**src/rtl/regfile_scoreboard_if.sv**
```systemverilog
// Register-file bus for regfile_scoreboard: writeback, issue and two read ports.
// AW must equal $clog2(DEPTH) of the attached register file.
interface regfile_scoreboard_if #(
    parameter int WIDTH = 16,
    parameter int AW    = 3
);
    logic             LD_REG;
    logic [AW-1:0]    DR;
    logic [WIDTH-1:0] Data;
    logic             ISSUE;
    logic [AW-1:0]    ISSUE_DR;
    logic [AW-1:0]    SR1;
    logic [AW-1:0]    SR2;
    logic [WIDTH-1:0] SR1_out;
    logic [WIDTH-1:0] SR2_out;
    logic             SR1_busy;
    logic             SR2_busy;
    logic             DOUBLE_ISSUE;

    modport master (
        output LD_REG, DR, Data, ISSUE, ISSUE_DR, SR1, SR2,
        input  SR1_out, SR2_out, SR1_busy, SR2_busy, DOUBLE_ISSUE
    );

    modport slave (
        input  LD_REG, DR, Data, ISSUE, ISSUE_DR, SR1, SR2,
        output SR1_out, SR2_out, SR1_busy, SR2_busy, DOUBLE_ISSUE
    );
endinterface

```
**src/rtl/regfile_scoreboard.sv**
```systemverilog
// LC-3 register file: one write port, two registered read ports, pending-write scoreboard.
// Define REGFILE_BYPASS_EN to forward same-edge writes/pending updates to the read ports.
module regfile_scoreboard #(
    parameter int WIDTH   = 16,
    parameter int DEPTH   = 8,
    parameter int ZERO_R0 = 0
) (
    input  logic Clk,
    input  logic Reset,
    regfile_scoreboard_if.slave bus
);
    localparam int AW = $clog2(DEPTH);

    logic [WIDTH-1:0] r_mem [DEPTH];
    logic [DEPTH-1:0] r_pend;
    logic [DEPTH-1:0] w_pend_next;
    logic             r_double;
    logic             w_wr_en;
    logic             w_iss_en;
    logic             w_double;

    logic [AW-1:0]    w_sr     [2];
    logic [WIDTH-1:0] r_rd_data [2];
    logic             r_rd_busy [2];

    // Address 0 is inert when hardwired to zero: writes and issues to it vanish.
    assign w_wr_en  = bus.LD_REG && !((ZERO_R0 != 0) && (bus.DR == '0));
    assign w_iss_en = bus.ISSUE  && !((ZERO_R0 != 0) && (bus.ISSUE_DR == '0));

    // A same-edge writeback to the issued register retires the old entry first.
    assign w_double = w_iss_en && r_pend[bus.ISSUE_DR]
                      && !(w_wr_en && (bus.DR == bus.ISSUE_DR));

    genvar gi;
    generate
        for (gi = 0; gi < DEPTH; gi++) begin : g_reg
            assign w_pend_next[gi] = (w_iss_en && (bus.ISSUE_DR == AW'(gi))) ? 1'b1 :
                                     (w_wr_en  && (bus.DR       == AW'(gi))) ? 1'b0 :
                                     r_pend[gi];

            always_ff @(posedge Clk or posedge Reset) begin
                if (Reset) begin
                    r_mem[gi] <= '0;
                end else if (w_wr_en && (bus.DR == AW'(gi))) begin
                    r_mem[gi] <= bus.Data;
                end
            end
        end
    endgenerate

    always_ff @(posedge Clk or posedge Reset) begin
        if (Reset) begin
            r_pend   <= '0;
            r_double <= 1'b0;
        end else begin
            r_pend   <= w_pend_next;
            r_double <= r_double | w_double;
        end
    end

    assign w_sr[0] = bus.SR1;
    assign w_sr[1] = bus.SR2;

    generate
        for (gi = 0; gi < 2; gi++) begin : g_rd
            logic [WIDTH-1:0] w_rd_raw;
            logic             w_rd_pend;
            logic             w_rd_zero;

`ifdef REGFILE_BYPASS_EN
            assign w_rd_raw  = (w_wr_en && (bus.DR == w_sr[gi])) ? bus.Data : r_mem[w_sr[gi]];
            assign w_rd_pend = w_pend_next[w_sr[gi]];
`else
            assign w_rd_raw  = r_mem[w_sr[gi]];
            assign w_rd_pend = r_pend[w_sr[gi]];
`endif
            assign w_rd_zero = (ZERO_R0 != 0) && (w_sr[gi] == '0);

            always_ff @(posedge Clk or posedge Reset) begin
                if (Reset) begin
                    r_rd_data[gi] <= '0;
                    r_rd_busy[gi] <= 1'b0;
                end else begin
                    r_rd_data[gi] <= w_rd_zero ? '0 : w_rd_raw;
                    r_rd_busy[gi] <= w_rd_zero ? 1'b0 : w_rd_pend;
                end
            end
        end
    endgenerate

    assign bus.SR1_out      = r_rd_data[0];
    assign bus.SR2_out      = r_rd_data[1];
    assign bus.SR1_busy     = r_rd_busy[0];
    assign bus.SR2_busy     = r_rd_busy[1];
    assign bus.DOUBLE_ISSUE = r_double;
endmodule

```
**src/flat_wrapper.sv**
```systemverilog
// flat-port wrapper written by rule: the top's interface ports become plain ports
module regfile_scoreboard_flat 
#(
    parameter int WIDTH   = 16,
    parameter int DEPTH   = 8,
    parameter int ZERO_R0 = 0
)
  (Clk, Reset, bus_LD_REG, bus_DR, bus_Data, bus_ISSUE, bus_ISSUE_DR, bus_SR1, bus_SR2, bus_SR1_out, bus_SR2_out, bus_SR1_busy, bus_SR2_busy, bus_DOUBLE_ISSUE);
  regfile_scoreboard_if #(.WIDTH(WIDTH), .AW(3)) bus_i ();
  input  logic Clk;
  input  logic Reset;
  input wire logic [$bits(bus_i.LD_REG)-1:0] bus_LD_REG;
  input wire logic [$bits(bus_i.DR)-1:0] bus_DR;
  input wire logic [$bits(bus_i.Data)-1:0] bus_Data;
  input wire logic [$bits(bus_i.ISSUE)-1:0] bus_ISSUE;
  input wire logic [$bits(bus_i.ISSUE_DR)-1:0] bus_ISSUE_DR;
  input wire logic [$bits(bus_i.SR1)-1:0] bus_SR1;
  input wire logic [$bits(bus_i.SR2)-1:0] bus_SR2;
  output wire logic [$bits(bus_i.SR1_out)-1:0] bus_SR1_out;
  output wire logic [$bits(bus_i.SR2_out)-1:0] bus_SR2_out;
  output wire logic [$bits(bus_i.SR1_busy)-1:0] bus_SR1_busy;
  output wire logic [$bits(bus_i.SR2_busy)-1:0] bus_SR2_busy;
  output wire logic [$bits(bus_i.DOUBLE_ISSUE)-1:0] bus_DOUBLE_ISSUE;
  assign bus_i.LD_REG = bus_LD_REG;
  assign bus_i.DR = bus_DR;
  assign bus_i.Data = bus_Data;
  assign bus_i.ISSUE = bus_ISSUE;
  assign bus_i.ISSUE_DR = bus_ISSUE_DR;
  assign bus_i.SR1 = bus_SR1;
  assign bus_i.SR2 = bus_SR2;
  assign bus_SR1_out = bus_i.SR1_out;
  assign bus_SR2_out = bus_i.SR2_out;
  assign bus_SR1_busy = bus_i.SR1_busy;
  assign bus_SR2_busy = bus_i.SR2_busy;
  assign bus_DOUBLE_ISSUE = bus_i.DOUBLE_ISSUE;
  regfile_scoreboard #(.WIDTH(WIDTH), .DEPTH(DEPTH), .ZERO_R0(ZERO_R0)) u_core (.Clk(Clk), .Reset(Reset), .bus(bus_i));
endmodule
```
**config.mk**
```make
export PLATFORM = sky130hd
export DESIGN_NAME = regfile_scoreboard_flat
export DESIGN_NICKNAME = d
export VERILOG_FILES = /design/src/rtl/regfile_scoreboard_if.sv /design/src/rtl/regfile_scoreboard.sv /design/src/flat_wrapper.sv
export SDC_FILE = /design/constraint.sdc
export NUM_CORES = 1
export LEC_CHECK = 0
export ABC_AREA = 1
export ABC_CLOCK_PERIOD_IN_PS = 14600
export CORE_MARGIN = 3
export CORE_UTILIZATION = 30
export DETAILED_ROUTE_END_ITERATION = 10
export GPL_TIMING_DRIVEN = 0
export PLACE_DENSITY = 0.57
export SLEW_MARGIN = 10
export SYNTH_ARGS = -nofsm -noshare
export SYNTH_HDL_FRONTEND = slang
export SYNTH_SLANG_ARGS = --single-unit
```
**constraint.sdc**
```tcl
create_clock -name Clk -period 14.6 [get_ports Clk]
set_input_delay 1.46 -clock Clk [delete_from_list [all_inputs] [get_ports Clk]]
set_output_delay 1.46 -clock Clk [all_outputs]
set_load 0.02 [all_outputs]
```
==> impl_results.md, run 1 <==
- Outcome: completed
- Worst-margin pin slew: 0.665 ns
- Synth area leaders: dfrtp_1, o21ai_0, nand2_1
- HP Class: flop to flop
- CP delay by family, top: buffers and inverters
- FF-to-FF Start: u_core.r_mem[53]
- Avg Cell Area, Syn: 7.92 um^2
- RSZ-0062 raised after global routing: no
- Sw frac: 0.326
- DRT iter0 DRCs: 846
- Hold Path End: u_core.bus.DOUBLE_ISSUE
- Fmax: 0.340 GHz
- Grt total ovfl: 0
- Sequential cell area fraction in the yosys report: 0.504
- Fin. max-slew vios: 0
- DP Worst Slack: 11.28 ns
- Reg2reg end: u_core.bus.SR2_out[5]
- Crit path arrival time: 3.25 ns
- Die X-Extent: 174 um
- Seq pwr share: 0.450
- Via count: 7867
- Worst Setup Start Kind: primary input
- Synthesized Nets: 1104
- Pleak: 4.47 nW
- Worst vdd ir: 0.0000774 V
- Synth cell types: 23
- Gpl congestion: 0.888
- Critical path peak fanout: 10
- Sink Count: 171
- Post-CTS Hold Buffers: 0
- 1st-pass router iterations: 5
- H-Tree Depth: 4
- Cell area after synthesis: 8490 um^2
- WS Path Type: primary input to flop
- Crit-path slowest cell: clkdlybuf4s50_1
- Post-route minimum period: 2.94 ns
- Cts repair resizes: 0
- Count of final hold-check violations: 0
- Yosys reg bits: 171
- Worst path bufs/invs: 3
- Clock Path Buffers: 2
- Most frequent cells in the layout: nand2_1, o21ai_0, dfrtp_1
- Final Setup Violations: 0
- Switching pwr: 0.450 mW
- Port buffer count: 60
- Tcrit/Tclk final: 0.202
- WP data required: 14.91 ns
- Int Pwr: 0.933 mW
- Die area: 30300 um^2
- Asr flop ratio synth: 1.00
- I/O pins: 67
- Area Overhead vs Synth: 19.9%
- Post-CTS setup buffer count: 0
- Hold Path Stages: 2
- Post-synthesis instance total: 1072
- Hold wc startpoint: u_core.bus.DOUBLE_ISSUE
- Final net count: 1184
- Most frequent CP cell: nand2_1
- Clock tree from TritonCTS: yes
- CP peak stage delay: 0.56 ns
- Yosys warnings: 0
- Synth Flop Type: dfrtp_1
- Clock Latency Late Sink: 0.44 ns
- Chip height: 174 um
- DRC viols: 0
- Worst R2R Path Depth: 4
- CP endpoint kind: flop
- DP HPWL: 21.3 mm
- Wirelength per Cell: 18.9 um
- Total power: 1.38 mW
- Final setup margin: 11.66 ns
- Commonest non-fill, non-tap cell in the layout: nand2_1
- Synth top area share: 0.504
- GRT Resource Usage Total: 0.191
- Num CTS Buffers: 17
- Slew HR: 0.557
- Vias in the first global route: 7622
- Largest net degree at the start of global routing: 107
- Comb pwr share: 0.215
- Vias/cell: 5.12
- Placeable Area: 27400 um^2
- Std-Cell Rows: 60
- Drt total wl: 29.1 mm
- Leading area contributor after synthesis: dfrtp_1
- Clk pwr share: 0.335
- Starting density of the core: 0.310
- Final Skew: 0.00824 ns
- Global-route wire length before repair: 45.0 mm
- Post-synth EDFFs: 0
- Initial antenna violation count: 0
- Layout cells sized above 1: 0.112
- Max_cap viols: 0
- CP cell instances: clkdlybuf4s50_1 > clkinv_1 > clkbuf_1 > nor2_1 > o21ai_0 > nand2_1 > nand2_1
- Root Driver: clkbuf_16
- R2R Setup Slk: 13.44 ns
- Post-route ant nets: 0
- Setup TNS: 0 ns
- Clock transition at path regs: 0.07 ns
- Antenna diode count: 0
- Utilization after layout: 0.371
- Pwr Density: 136 nW/um^2
==> synthesized netlist by cell type, types with 2 or more instances <==
master	number
nand2_1	212
o21ai_0	177
dfrtp_1	171
nor2_1	121
o21ai_1	112
a21oi_1	88
inv_1	58
a21oi_2	28
buf_2	26
clkbuf_1	21
buf_4	19
inv_2	8
nor2_2	5
buf_6	4
nand3_1	4
nor2_4	4
buf_1	3
clkinv_1	3
a32o_1	2
nand2_2	2
o31ai_1	2
==> logic make-up after synthesis <==
family | count (synthesis) | synth area share
AND/OR/NAND/NOR | 348 | 0.160
AO/OA/AOI/OAI | 411 | 0.257
flip-flops | 171 | 0.504
buffers and inverters | 142 | 0.0786
==> power groups by stage <==
stage	logic [mW]	registers, mW	clock network, mW
final	0.297	0.623	0.463
after global routing	0.330	0.634	0.486
after CTS	0.296	0.621	0.466
after detailed placement	0.295	0.629	0
after global placement	0.289	0.627	0
after floorplan	0.174	0.631	0
==> worst register-to-register path, delay by kind of cell, from the launching register on <==
family / cells / cell delay, ns
AO/OA/AOI/OAI: 2 / 0.50
flip-flops: 1 / 0.38
AND/OR/NAND/NOR: 2 / 0.17
==> flip-flops by register name (all words and copies together) (netlist names) <==
name	cells
u_core.r_mem	128
u_core.bus.DOUBLE_ISSUE	1
u_core.r_pend	8
u_core.bus.SR2_busy	1
u_core.bus.SR2_out	16
u_core.bus.SR1_out	16
u_core.bus.SR1_busy	1
==> layer usage <==
layer | global-route usage | up-vias | wire length (um)
met3 | 0.0295 | 52 | 1860
met1 | 0.264 | 3797 | 12700
met5 | 0 | - | 0
met4 | 0.0754 | 0 | 827
met2 | 0.302 | 302 | 13700
li1 | - | 3716 | -
==> how the worst max path moves through the flow <==
| stage | start | slack [ns] | cells after the start | endpoint |
|---|---|---|---|---|
| after global routing | bus_SR2[0] | 11.65 | 7 | u_core.bus.SR2_out[3] |
| after CTS | u_core.bus.SR2_out[11] | 11.70 | 1 | bus_SR2_out[11] |
| after detailed placement | bus_SR2[0] | 11.28 | 7 | u_core.bus.SR2_out[14] |
| after floorplan | Reset | 8.51 | 1 | u_core.bus.DOUBLE_ISSUE |
| final | bus_SR2[0] | 11.66 | 7 | u_core.bus.SR2_out[14] |
| after global placement | Reset | 6.00 | 2 | u_core.bus.SR2_out[0] |
==> layout make-up <==
cell class	count	area [um^2]
inverters	69	267
clock buffers	17	425
fillers	2866	17200
well taps	372	465
repair buffers	61	628
clock inverters	15	165
flip-flops and latches	171	4280
multi-input cells	759	3540
plain buffers	73	408
==> metrics by stage <==
stage	hold slack [ns]	instances	area, um^2
2_1_floorplan	0.453	1072	8490
3_3_place_gp	0.447	1504	9550
3_5_place_dp	0.455	1505	9590
4_1_cts	0.470	1537	10200
5_1_grt	0.504	1537	10200
6_report	0.465	1537	10200
Power figures use the tool's default switching activity.
==> run 2: changes to the inputs <==
ABC_CLOCK_PERIOD_IN_PS = 3000   (was 14600)
clock period = 3 ns   (was 14.6 ns; I/O delays follow)
==> impl_results.md, run 2 (synthesis results as in run 1) <==
- Sink Count: 171 (unchanged)
- WS Path Type: primary input to flop (unchanged)
- Gpl congestion: 0.878 (was 0.888)
- Post-CTS setup buffer count: 0 (unchanged)
- Placed cell count: 1508 (was 1505)
- Num CTS Buffers: 17 (unchanged)
- Most frequent cells in the layout: nand2_1, o21ai_0, dfrtp_1 (unchanged)
- Starting density of the core: 0.310 (unchanged)
- Reg2reg end: u_core.bus.SR2_out[3] (was u_core.bus.SR2_out[5])
- Final net count: 1187 (was 1184)
- H-Tree Depth: 4 (unchanged)
- Fin cells: 1540 (was 1537)
- DP HPWL: 21.6 mm (was 21.3 mm)
- I/O pins: 67 (unchanged)
- Max_cap viols: 0 (unchanged)
- CP endpoint kind: flop (unchanged)
- Total power: 6.74 mW (was 1.38 mW)
- Final Skew: 0.0106 ns (was 0.00824 ns)
- Vias in the first global route: 7675 (was 7622)
- DP Area: 9640 um^2 (was 9590 um^2)
- Slew HR: 0.442 (was 0.557)
- Commonest non-fill, non-tap cell in the layout: nand2_1 (unchanged)
- Utilization after layout: 0.374 (was 0.371)
- Count of final hold-check violations: 0 (unchanged)
- Worst Setup Start Kind: primary input (unchanged)
- R2R Setup Slk: 1.82 ns (was 13.44 ns)
- Worst path bufs/invs: 3 (unchanged)
- Vias/cell: 5.09 (was 5.12)
- Setup TNS: 0 ns (unchanged)
- Drt total wl: 29.0 mm (was 29.1 mm)
- Post-layout instance area: 10200 um^2 (about the same)
- Chip height: 174 um (unchanged)
- Global-route wire length before repair: 44.9 mm (was 45.0 mm)
- Critical path startpoint: bus_SR2[0] (unchanged)
- Pleak: 4.49 nW (was 4.47 nW)
- Root Driver: clkbuf_16 (unchanged)
- Clock transition at path regs: 0.07 ns (about the same)
- Final setup margin: 1.20 ns (was 11.66 ns)
- Worst vdd ir: 0.000387 V (was 0.0000774 V)
- Placeable Area: 27400 um^2 (unchanged)
- WP data required: 3.31 ns (was 14.91 ns)
- Std-Cell Rows: 60 (unchanged)
- Initial antenna violation count: 0 (unchanged)
- Pwr Density: 659 nW/um^2 (was 136 nW/um^2)
- CP delay by family, top: buffers and inverters (unchanged)
- Filler Cell Count: 2820 (was 2866)
- Hold Path End: u_core.bus.SR2_busy (was u_core.bus.DOUBLE_ISSUE)
- Fin. max-slew vios: 0 (unchanged)
- Crit-path slowest cell: clkdlybuf4s50_1 (unchanged)
- DP Worst Slack: 0.841 ns (was 11.28 ns)
- Via count: 7839 (was 7867)
- Hold Path Stages: 3 (was 2)
- Biggest register: u_core.r_mem (unchanged)
- FF-to-FF Start: u_core.r_mem[35] (was u_core.r_mem[53])
- 1st-pass router iterations: 5 (unchanged)
- Cts repair resizes: 0 (unchanged)
- Layout cells sized above 1: 0.114 (was 0.112)
- CP peak stage delay: 0.56 ns (about the same)
- RSZ-0062 raised after global routing: no (unchanged)
- Clock Path Buffers: 2 (unchanged)
- Largest net degree at the start of global routing: 39 (was 107)
- Worst-margin pin slew: 0.835 ns (was 0.665 ns)
- Max reg flops: 128 (unchanged)
- DRC viols: 0 (unchanged)
- GRT Resource Usage Total: 0.191 (about the same)
- Antenna diode count: 0 (unchanged)
- Fmax: 0.555 GHz
- Clock tree from TritonCTS: yes (unchanged)
- Hold wc startpoint: bus_SR2[2] (was u_core.bus.DOUBLE_ISSUE)
- Die area: 30300 um^2 (unchanged)
- Outcome: completed (unchanged)
- Area Overhead vs Synth: 20.6% (was 19.9%)
- Tcrit/Tclk final: 0.601
- DRT iter0 DRCs: 824 (was 846)
- Post-route ant nets: 0 (unchanged)
- WHS: 0.185 ns (was 0.465 ns)
- Port buffer count: 60 (unchanged)
- Crit path arrival time: 2.11 ns (was 3.25 ns)
- Grt total ovfl: 0 (unchanged)
- Final Setup Violations: 0 (unchanged)
- CP cell instances: clkdlybuf4s50_1 > clkinv_1 > clkbuf_1 > nor2_1 > o21ai_0 > nand2_1 > nand2_1 (unchanged)
- Critical path peak fanout: 10 (unchanged)
- Post-route minimum period: 1.80 ns
- HP Class: primary input to flop (was flop to flop)
- Post-CTS Hold Buffers: 0 (unchanged)
- Most frequent CP cell: nand2_1 (unchanged)
- Die X-Extent: 174 um (unchanged)
- Wirelength per Cell: 18.8 um (was 18.9 um)
- Clock Latency Late Sink: 0.44 ns (about the same)
- Worst R2R Path Depth: 6 (was 4)
-- run 2: final cells by class --
cell class / count / area, um^2 / area share
sequential: 171 / 4280 / 0.418
multi-input combinational: 759 / 3540 / 0.346
timing repair buffer: 64 / 681 / 0.0665
tap: 372 / 465 / 0.0455
clock buffer: 18 / 439 / 0.0429
buffer: 73 / 408 / 0.0399
inverter: 69 / 263 / 0.0257
clock inverter: 14 / 159 / 0.0155
-- run 2: power breakdown --
group	total [mW]	switching, mW	internal, mW
Sequential	3.03	0.294	2.74
Clock	2.27	0.998	1.27
Combinational	1.45	0.879	0.569
Total	6.74	2.17	4.57
-- run 2: how the worst max path moves through the flow --
stage                     slack [ns]                       to  cells after the start
after floorplan                 0.52  u_core.bus.DOUBLE_ISSUE                      1
after global placement         -0.99         u_core.r_mem[49]                      2
after detailed placement        0.84    u_core.bus.SR2_out[3]                      7
after CTS                       1.29           bus_SR1_out[9]                      1
after global routing            1.17    u_core.bus.SR2_out[3]                      6
final                           1.20    u_core.bus.SR2_out[3]                      7
-- run 2: worst min-delay path, cell delays in order --
cell	delay (ns)
buf_2	0.16
nand2_1	0.08
nand2_1	0.05
-- run 2: per-layer routing --
layer / track usage / share of wire
met3: 0.0264 / 0.067
met5: 0 / 0
met4: 0.0694 / 0.026
met1: 0.260 / 0.43
met2: 0.311 / 0.47
==> run 3: changes to the inputs <==
ABC_CLOCK_PERIOD_IN_PS = 1460   (was 3000)
PLACE_DENSITY = 0.58   (was 0.57)
clock period = 1.46 ns   (was 3 ns; I/O delays follow)
==> impl_results.md, run 3 (synthesis results as in run 1) <==
- Pwr Density: 1320 nW/um^2 (was 659 nW/um^2)
- Die area: 30300 um^2 (unchanged)
- 1st-pass router iterations: 8 (was 5)
- Setup TNS: 0 ns (unchanged)
- Final Skew: 0.0104 ns (was 0.0106 ns)
- Worst Setup Start Kind: primary input (unchanged)
- Layout cells sized above 1: 0.116 (was 0.114)
- Antenna diode count: 0 (unchanged)
- Via count: 7863 (was 7839)
- WP data required: 1.76 ns (was 3.31 ns)
- Biggest register: u_core.r_mem (unchanged)
- DRC viols: 0 (unchanged)
- Final net count: 1190 (was 1187)
- Commonest non-fill, non-tap cell in the layout: nand2_1 (unchanged)
- RSZ-0062 raised after global routing: no (unchanged)
- Fmax: 0.758 GHz
- Std-Cell Rows: 60 (unchanged)
- Sink Count: 171 (unchanged)
- Initial antenna violation count: 0 (unchanged)
- Worst-margin pin slew: 0.705 ns (was 0.835 ns)
- Num CTS Buffers: 17 (unchanged)
- Critical path peak fanout: 10 (unchanged)
- Post-route minimum period: 1.32 ns
- Port buffer count: 60 (unchanged)
- Drt total wl: 28.7 mm (was 29.0 mm)
- HP Class: primary input to flop (unchanged)
- Vias/cell: 5.10 (was 5.09)
- DRT iter0 DRCs: 697 (was 824)
- H-Tree Depth: 4 (unchanged)
- Wirelength per Cell: 18.6 um (was 18.8 um)
- Post-layout instance area: 10200 um^2 (about the same)
- Final setup margin: 0.141 ns (was 1.20 ns)
- Outcome: completed (unchanged)
- Post-CTS Hold Buffers: 0 (unchanged)
- Max reg flops: 128 (unchanged)
- DP Area: 9660 um^2 (was 9640 um^2)
- Chip height: 174 um (unchanged)
- GRT Resource Usage Total: 0.189 (was 0.191)
- CP endpoint kind: flop (unchanged)
- Root Driver: clkbuf_16 (unchanged)
- Vias in the first global route: 7572 (was 7675)
- Crit path arrival time: 1.62 ns (was 2.11 ns)
- Slew HR: 0.530 (was 0.442)
- Clock Latency Late Sink: 0.43 ns (was 0.44 ns)
- Placeable Area: 27400 um^2 (unchanged)
- DP HPWL: 21.5 mm (was 21.6 mm)
- Worst vdd ir: 0.000796 V (was 0.000387 V)
- Worst R2R Path Depth: 6 (unchanged)
- Pleak: 4.57 nW (was 4.49 nW)
- Largest net degree at the start of global routing: 38 (was 39)
- Max_cap viols: 0 (unchanged)
- Fin. max-slew vios: 0 (unchanged)
- Most frequent cells in the layout: nand2_1, o21ai_0, dfrtp_1 (unchanged)
- Global-route wire length before repair: 44.5 mm (was 44.9 mm)
- DP Worst Slack: -0.525 ns (was 0.841 ns)
- Final Setup Violations: 0 (unchanged)
- Clock Path Buffers: 2 (unchanged)
- Tcrit/Tclk final: 0.903
- WS Path Type: primary input to flop (unchanged)
- Grt total ovfl: 0 (unchanged)
- Area Overhead vs Synth: 20.0% (was 20.6%)
- Clock tree from TritonCTS: yes (unchanged)
- I/O pins: 67 (unchanged)
- Post-route ant nets: 0 (unchanged)
- Clock transition at path regs: 0.06 ns (was 0.07 ns)
- Die X-Extent: 174 um (unchanged)
- Gpl congestion: 0.871 (was 0.878)
- Count of final hold-check violations: 0 (unchanged)
- Starting density of the core: 0.310 (unchanged)
- Hold Path Stages: 3 (unchanged)
run 3: changes by cell type in the layout (fill, tap and decap cells not counted), moves of 2 or more:
cell | previous run | this run
inv_6 | 4 | 0
inv_8 | 2 | 0
clkdlybuf4s50_1 | 60 | 24
buf_4 | 19 | 21
clkbuf_2 | 0 | 5
dlygate4sd2_1 | 0 | 35
run 3: through the flow:
stage	utilization	power [mW]	hold slack, ns	cells
after floorplan	-	8.05	0.242	1072
after global placement	0.349	9.15	0.449	1504
after detailed placement	0.352	9.25	0.453	1509
after CTS	0.371	13.4	0.0285	1539
after global routing	0.372	14.1	0.0527	1541
final	0.372	13.4	0.0411	1541
run 3: worst max-delay path: stages:
cell	delay (ns)
clkdlybuf4s50_1	0.58
inv_2	0.05
nor2_1	0.17
nand2_1	0.24
buf_2	0.29
nand2_1	0.08
o21ai_1	0.06
run 3: per-layer routing:
layer / track usage / routed length (um) / vias up
met1: 0.258 / 12800 / 3790
li1: - / - / 3724
met3: 0.0284 / 1540 / 48
met2: 0.307 / 13600 / 301
met4: 0.0680 / 669 / 0
met5: 0 / 0 / -
run 3: cell type report:
type                       count  area, um^2
fill                        2821       17200
sequential                   171        4280
multi-input combinational    759        3540
timing repair buffer          67         674
clock buffer                  24         472
tap                          372         465
buffer                        73         414
inverter                      69         267
clock inverter                 6        66.3
run 3: worst paths after layout:
kind                                            to  slack, ns                     from
min reg2reg                u_core.bus.DOUBLE_ISSUE       0.46  u_core.bus.DOUBLE_ISSUE
max in group asynchronous  u_core.bus.DOUBLE_ISSUE       0.40                    Reset
max reg2reg                  u_core.bus.SR1_out[4]       0.33         u_core.r_mem[36]
min in group asynchronous    u_core.bus.SR2_out[4]       0.08                    Reset
min                            u_core.bus.SR2_busy       0.04               bus_SR2[2]
max                               u_core.r_mem[33]       0.14                bus_DR[0]
run 3: power by group:
part / internal (mW) / switching, mW / leakage (nW) / total, mW
Clock: 2.42 / 1.87 / 0.252 / 4.29
Combinational: 1.07 / 1.80 / 2.26 / 2.87
Sequential: 5.62 / 0.602 / 2.06 / 6.23
Total: 9.11 / 4.27 / 4.57 / 13.4
run 3: repair_timing:
action                     in CTS  in global routing
gates resized for setup        37                  9
buffers inserted                0                  2
hold endpoints to repair        0                  0
setup endpoints to repair      43                 18
